<file path="config.mk">
export PLATFORM = sky130hd
export DESIGN_NAME = wb_unit
export DESIGN_NICKNAME = d
export VERILOG_FILES = /design/src/rtl/wb_unit_pkg.sv /design/src/rtl/wb_fifo.sv /design/src/rtl/wb_unit.sv
export SDC_FILE = /design/constraint.sdc
export NUM_CORES = 1
export LEC_CHECK = 0
export ABC_AREA = 1
export BUFFER_PORTS_ARGS = -buffer_cell sky130_fd_sc_hd__buf_2
export CAP_MARGIN = 20
export CORE_ASPECT_RATIO = 0.7
export CORE_MARGIN = 2
export CORE_UTILIZATION = 53
export DETAILED_ROUTE_END_ITERATION = 16
export PLACE_DENSITY_LB_ADDON = 0.3
export SYNTH_ARGS = -nofsm -noshare
export SYNTH_HDL_FRONTEND = slang
export SYNTH_SLANG_ARGS = --single-unit
export TNS_END_PERCENT = 20
</file>
<file path="constraint.sdc">
create_clock -name clk -period 2.6 [get_ports clk]
set_input_delay 0 -clock clk [delete_from_list [all_inputs] [get_ports clk]]
set_output_delay 0 -clock clk [all_outputs]
set_load 0.005 [all_outputs]
</file>
<file path="src/rtl/wb_unit_pkg.sv">
// Shared types and configuration for the writeback stage of the 4-thread barrel pipeline.
// The FIFO entry layout and the default PC/buffer parameters live here.
package wb_unit_pkg;

    localparam int XLEN         = 32;
    localparam int ADDR_LEN     = 32;
    localparam int THREADS      = 4;
    localparam int WB_BUF_DEPTH = 2;
    localparam logic [ADDR_LEN-3:0] RESET_PC = '0;

    typedef logic [$clog2(THREADS)-1:0] thread_id_t;
    typedef logic [4:0]                 rs_addr_t;

    typedef struct packed {
        thread_id_t      thread;
        rs_addr_t        rd_addr;
        logic [XLEN-1:0] rd_data;
    } wb_entry_t;

endpackage

</file>
<file path="src/rtl/wb_fifo.sv">
// Small synchronous FIFO of pending ALU writebacks; exposes the head entry and occupancy.
// The caller guarantees no push when full and no pop when empty.
module wb_fifo
    import wb_unit_pkg::*;
#(
    parameter int DEPTH = WB_BUF_DEPTH,
    parameter int CW    = $clog2(DEPTH + 1)
) (
    input  logic          clk,
    input  logic          rst,
    input  logic          i_push,
    input  wb_entry_t     i_data,
    input  logic          i_pop,
    output wb_entry_t     o_head,
    output logic [CW-1:0] o_count,
    output logic          o_empty
);

    localparam int PW = (DEPTH > 1) ? $clog2(DEPTH) : 1;

    wb_entry_t     r_mem [DEPTH];
    logic [PW-1:0] r_wr_ptr;
    logic [PW-1:0] r_rd_ptr;
    logic [CW-1:0] r_count;

    function automatic logic [PW-1:0] f_next(input logic [PW-1:0] ptr);
        return (ptr == PW'(DEPTH - 1)) ? '0 : ptr + 1'b1;
    endfunction

    // NOTE: storage has no reset; only pointers and count define what is valid.
    always_ff @(posedge clk) begin
        if (i_push) r_mem[r_wr_ptr] <= i_data;
    end

    always_ff @(posedge clk) begin
        if (rst) begin
            r_wr_ptr <= '0;
            r_rd_ptr <= '0;
            r_count  <= '0;
        end else begin
            if (i_push) r_wr_ptr <= f_next(r_wr_ptr);
            if (i_pop)  r_rd_ptr <= f_next(r_rd_ptr);
            case ({i_push, i_pop})
                2'b10:   r_count <= r_count + 1'b1;
                2'b01:   r_count <= r_count - 1'b1;
                default: r_count <= r_count;
            endcase
        end
    end

    assign o_head  = r_mem[r_rd_ptr];
    assign o_count = r_count;
    assign o_empty = (r_count == '0);

endmodule

</file>
<file path="src/rtl/wb_unit.sv">
// Writeback stage: arbitrates the register-file write port (LSU first, then buffered ALU
// results), keeps the per-thread PC table and the per-thread RAW scoreboard.
module wb_unit
    import wb_unit_pkg::*;
#(
    parameter int                  XLEN      = wb_unit_pkg::XLEN,
    parameter int                  ADDR_LEN  = wb_unit_pkg::ADDR_LEN,
    parameter int                  THREADS   = wb_unit_pkg::THREADS,
    parameter int                  BUF_DEPTH = WB_BUF_DEPTH,
    parameter logic [ADDR_LEN-3:0] RESET_PC  = wb_unit_pkg::RESET_PC
) (
    input  logic                clk,
    input  logic                rst,
    input  logic                alu_valid,
    output logic                alu_ready,
    input  logic                alu_rd_en,
    input  logic [4:0]          alu_rd_addr,
    input  logic [XLEN-1:0]     alu_rd_data,
    input  logic [1:0]          alu_thread,
    input  logic [ADDR_LEN-3:0] alu_new_pc,
    input  logic                lsu_valid,
    input  logic [4:0]          lsu_rd_addr,
    input  logic [XLEN-1:0]     lsu_rd_data,
    input  logic [1:0]          lsu_thread,
    output logic                rf_we,
    output logic [1:0]          rf_thread,
    output logic [4:0]          rf_addr,
    output logic [XLEN-1:0]     rf_data,
    input  logic [1:0]          pc_rd_thread,
    output logic [ADDR_LEN-3:0] pc_rd_data,
    input  logic                sb_set,
    input  logic [1:0]          sb_set_thread,
    input  logic [4:0]          sb_set_addr,
    input  logic [1:0]          sb_q_thread,
    input  logic [4:0]          sb_q_rs1,
    input  logic [4:0]          sb_q_rs2,
    output logic                sb_busy1,
    output logic                sb_busy2
);

    localparam int CW = $clog2(BUF_DEPTH + 1);

    logic [CW-1:0] w_count;
    logic          w_empty;
    wb_entry_t     w_head;
    wb_entry_t     w_push_data;
    logic          w_accept;
    logic          w_push;
    logic          w_pop;
    logic          w_lsu_wr;
    logic          w_clr_en;
    thread_id_t    w_clr_thread;
    rs_addr_t      w_clr_addr;

    logic                               r_rf_we;
    logic [1:0]                         r_rf_thread;
    logic [4:0]                         r_rf_addr;
    logic [XLEN-1:0]                    r_rf_data;
    logic [THREADS-1:0][ADDR_LEN-3:0]   r_pc;
    logic [THREADS-1:0][31:0]           r_sb;

    // Ready comes only from the registered count, so a full buffer stalls issue even on a pop cycle.
    assign alu_ready   = (w_count < CW'(BUF_DEPTH));
    assign w_accept    = alu_valid && alu_ready;
    assign w_push      = w_accept && alu_rd_en && (alu_rd_addr != 5'd0);
    assign w_lsu_wr    = lsu_valid && (lsu_rd_addr != 5'd0);
    assign w_pop       = !w_lsu_wr && !w_empty;
    assign w_push_data = '{thread: alu_thread, rd_addr: alu_rd_addr, rd_data: alu_rd_data};

    wb_fifo #(.DEPTH(BUF_DEPTH)) u_fifo (
        .clk     (clk),
        .rst     (rst),
        .i_push  (w_push),
        .i_data  (w_push_data),
        .i_pop   (w_pop),
        .o_head  (w_head),
        .o_count (w_count),
        .o_empty (w_empty)
    );

    always_ff @(posedge clk) begin
        if (rst) begin
            r_rf_we     <= 1'b0;
            r_rf_thread <= '0;
            r_rf_addr   <= '0;
            r_rf_data   <= '0;
        end else if (w_lsu_wr) begin
            r_rf_we     <= 1'b1;
            r_rf_thread <= lsu_thread;
            r_rf_addr   <= lsu_rd_addr;
            r_rf_data   <= lsu_rd_data;
        end else if (w_pop) begin
            r_rf_we     <= 1'b1;
            r_rf_thread <= w_head.thread;
            r_rf_addr   <= w_head.rd_addr;
            r_rf_data   <= w_head.rd_data;
        end else begin
            r_rf_we     <= 1'b0;
        end
    end

    assign rf_we     = r_rf_we;
    assign rf_thread = r_rf_thread;
    assign rf_addr   = r_rf_addr;
    assign rf_data   = r_rf_data;

    always_ff @(posedge clk) begin
        if (rst) begin
            for (int i = 0; i < THREADS; i++) r_pc[i] <= RESET_PC;
        end else if (w_accept) begin
            r_pc[alu_thread] <= alu_new_pc;
        end
    end

    assign pc_rd_data = r_pc[pc_rd_thread];

    assign w_clr_en     = w_lsu_wr || w_pop;
    assign w_clr_thread = w_lsu_wr ? lsu_thread  : w_head.thread;
    assign w_clr_addr   = w_lsu_wr ? lsu_rd_addr : w_head.rd_addr;

    // The set is written after the clear so a newer instruction's claim survives the same edge.
    always_ff @(posedge clk) begin
        if (rst) begin
            r_sb <= '0;
        end else begin
            if (w_clr_en) r_sb[w_clr_thread][w_clr_addr] <= 1'b0;
            if (sb_set && (sb_set_addr != 5'd0)) r_sb[sb_set_thread][sb_set_addr] <= 1'b1;
        end
    end

    assign sb_busy1 = (sb_q_rs1 != 5'd0) && r_sb[sb_q_thread][sb_q_rs1];
    assign sb_busy2 = (sb_q_rs2 != 5'd0) && r_sb[sb_q_thread][sb_q_rs2];

endmodule

</file>
==> qor.yml <==
status: "complete, no violations"
drt_iter0_drc: 2306
hold_viol: 0
post-route-util_pct: 64.4
fmax_mhz: 436
required_ns: 2.99
routed_wl_um: 56900
synth_area_per_cell_um2: 7.48
area_growth_pct: 19.8
slowest_stage: "dlygate4sd3_1"
cp.depth: 12
ant_nets: 0
synthArstFlopShare_pct: 0
r2r_end: "r_sb[107]"
cts-htree-levels: 2
overflow: 0
ctsResizeCount: 0
placeableCoreArea_mm2: 0.0322
grtUsageMet3_pct: 8.27
yosys.area.top_type: "dfxtp_1"
grt_util_all_layers_pct: 33.1
synth_area_mm2: 0.0173
power.density_mw_per_mm2: 668
dr.pass1.iters: 6
finalNetCount: 2680
netlist_top_cells_area: "dfxtp_1, edfxtp_1, nand2_1"
grt_pass1_vias: 16700
synth.most_common_cell: "nand2_1"
yosys-top-cells-count: "nand2_1, nor2_1, dfxtp_1"
postCtsSetupRepairBufs: 0
cts_made_buffers: 37
ios: 208
r2r_cells: 9
fin_crit_ns: 2.29
drv_cap: 0
critPathMaxFanout: 23
r2r_slack_ns: 0.48
hp-class: "in -> reg"
via_count: 17600
grt_max_degree: 142
critPathArrivalTime_ns: 2.68
grt_pass1_wl_um: 89700
clock_skew_ns: 0.0226
setup_viol: 0
critPathCapture: "r_sb[107]"
wl_per_cell_um: 19.0
synthCells: 2314
ys.flop_type: "dfxtp_1"
worstSetupStartpointType: "input pin"
yosysTopAreaCellShare_pct: 33.9
dp_cells: 2825
clk_latency_ns: 0.53
slew_viol_final: 0
busiest_layer: "met2"
hpwlAfterDp_um: 33100
worstPathCellList: "dlygate4sd3_1 -> buf_2 -> nor2_2 -> nand3_4 -> nand2_4 -> inv_2 -> nand2_1 -> nand2_2 -> nor2_4 -> nand3_1 -> nand2_1 -> a21oi_1"
rows: 55
cts.sinks: 371
initial_core_util_pct: 53.7
tightest_slew_ns: 0.676
die_y_um: 155
portBuffers: 207
cts_hold_buf: 107
cts_root_buffer: "clkbuf_16"
crit_buf_inv: 3
synth_edf_count: 78
cp_common_cell: "nand2_1"
peakVddDrop_v: 0.000720
drc_errors: 0
met2_usage_pct: 51.7
slew_headroom_pct: 54.9
critical_path.startpoint: "lsu_rd_addr[4]"
rsz0062_at_grt: "false"
fin_crit_sh_pct: 88.2
vias_per_cell: 5.86
gp_congestion: 0.971
grtUsageMet1_pct: 44.7
cts_tree: "built"
synth_cell_types: 37
fin_cells: 3001
die_x_um: 220
path_delay_family: "simple AND/OR/NAND/NOR gates"
critPathMaxStageDelay_ns: 0.58
leakage_nw: 8.06
ys_ff_latch: 371
clk_path_buf_depth: 3
clkTransAtPathRegs_ns: 0.06
seq_area_frac_synth_pct: 47.4
layout-drive-gt1-share_pct: 15.5
antenna_found_initial: 5
path_class: "in -> reg"
synthesis.nets: 2450
synth_warnings: 0
dieArea_mm2: 0.0341
cp-end-kind: "flop"
==> metal layers <==
layer,vias up,share of wire (%)
met4,0,3.1
met3,169,12
met1,8167,41
met2,1147,44
li1,8106,-
met5,-,0
==> sequential cells by signal, indices dropped and copies added (netlist names), 2 cells and up, named ones only <==
register,cells
rf_addr,5
r_pc,120
rf_data,32
u_fifo.r_mem,78
u_fifo.o_count,2
rf_thread,2
r_sb,128
==> power breakdown <==
group | switching [mW] | internal [mW]
Combinational | 1.61 | 0.766
Sequential | 0.140 | 6.16
Clock | 2.30 | 2.88
==> worst min path at each step <==
stage                                    end  depth (start not counted)      startpoint
after CTS                         rf_addr[3]                          4       lsu_valid
after global placement    u_fifo.r_mem[0][4]                          1  alu_rd_data[4]
after global routing              rf_addr[3]                          4       lsu_valid
after detailed placement  u_fifo.r_mem[1][6]                          1  alu_rd_data[6]
final                        u_fifo.r_wr_ptr                          3       alu_rd_en
after floorplan                     sb_busy1                          2     sb_q_rs1[4]
==> cell usage in the layout (no fill, tap or decap), types with 6 or more instances in the layout <==
master / Yosys / layout
a21oi_1: 150 / 150
a221oi_1: 9 / 9
a31oi_1: 8 / 8
buf_12: 1 / 10
buf_2: 19 / 206
buf_4: 11 / 30
clkbuf_1: 104 / 8
clkbuf_16: 0 / 39
clkinv_1: 2 / 8
dfxtp_1: 293 / 292
dlygate4sd3_1: 0 / 107
edfxtp_1: 78 / 78
inv_1: 68 / 67
inv_2: 6 / 6
mux2i_1: 17 / 17
nand2_1: 588 / 588
nand2_2: 13 / 13
nand2_4: 6 / 6
nand3_1: 206 / 206
nand3_2: 41 / 41
nor2_1: 370 / 368
nor2_2: 7 / 6
nor2_4: 8 / 11
nor3_2: 0 / 6
o211ai_1: 18 / 18
o21ai_0: 205 / 205
o22ai_1: 30 / 30
==> worst min-delay path, stage by stage <==
cell,delay (ns)
buf_2,0.10
nand3_1,0.29
a21oi_1,0.11
==> final cells by class <==
| class | instances | area, µm² |
|---|---|---|
| Antenna cell | 5 | 12.5 |
| Inverter | 76 | 287 |
| Sequential cell | 371 | 8210 |
| Multi-Input combinational cell | 1705 | 8030 |
| Clock buffer | 52 | 1070 |
| Clock inverter | 12 | 60.1 |
| Tap cell | 427 | 534 |
| Timing Repair Buffer | 353 | 2530 |
| Fill cell | 2677 | 11500 |
==> through the flow <==
step | setup TNS (ns) | setup WS [ns] | hold WS, ns | cell area [µm²] | power [mW]
2_1_floorplan | -16.42 | -0.211 | 0.0908 | 17300 | 7.81
5_1_grt | 0 | 0.188 | 0.0499 | 20700 | 14.3
3_3_place_gp | 0 | 0.509 | 0.188 | 18500 | 8.49
3_5_place_dp | 0 | 0.439 | 0.194 | 18500 | 8.56
4_1_cts | 0 | 0.393 | 0.0143 | 20700 | 13.8
6_report | 0 | 0.307 | 0.0370 | 20700 | 13.9
==> kinds of logic (layout without fill, tap and decap cells) <==
logic type                 Yosys count  in the layout  synth area share [%]
buffers and inverters              238            493                  6.46
AOI/OAI and AO/OA                  428            428                  13.2
muxes                               17             17                 0.983
other                                0              5                     0
adders and majority gates            1              1                0.0723
and+or+nand+nor                   1259           1259                  31.9
DFF                                371            371                  47.4
Power figures use the tool's default switching activity.
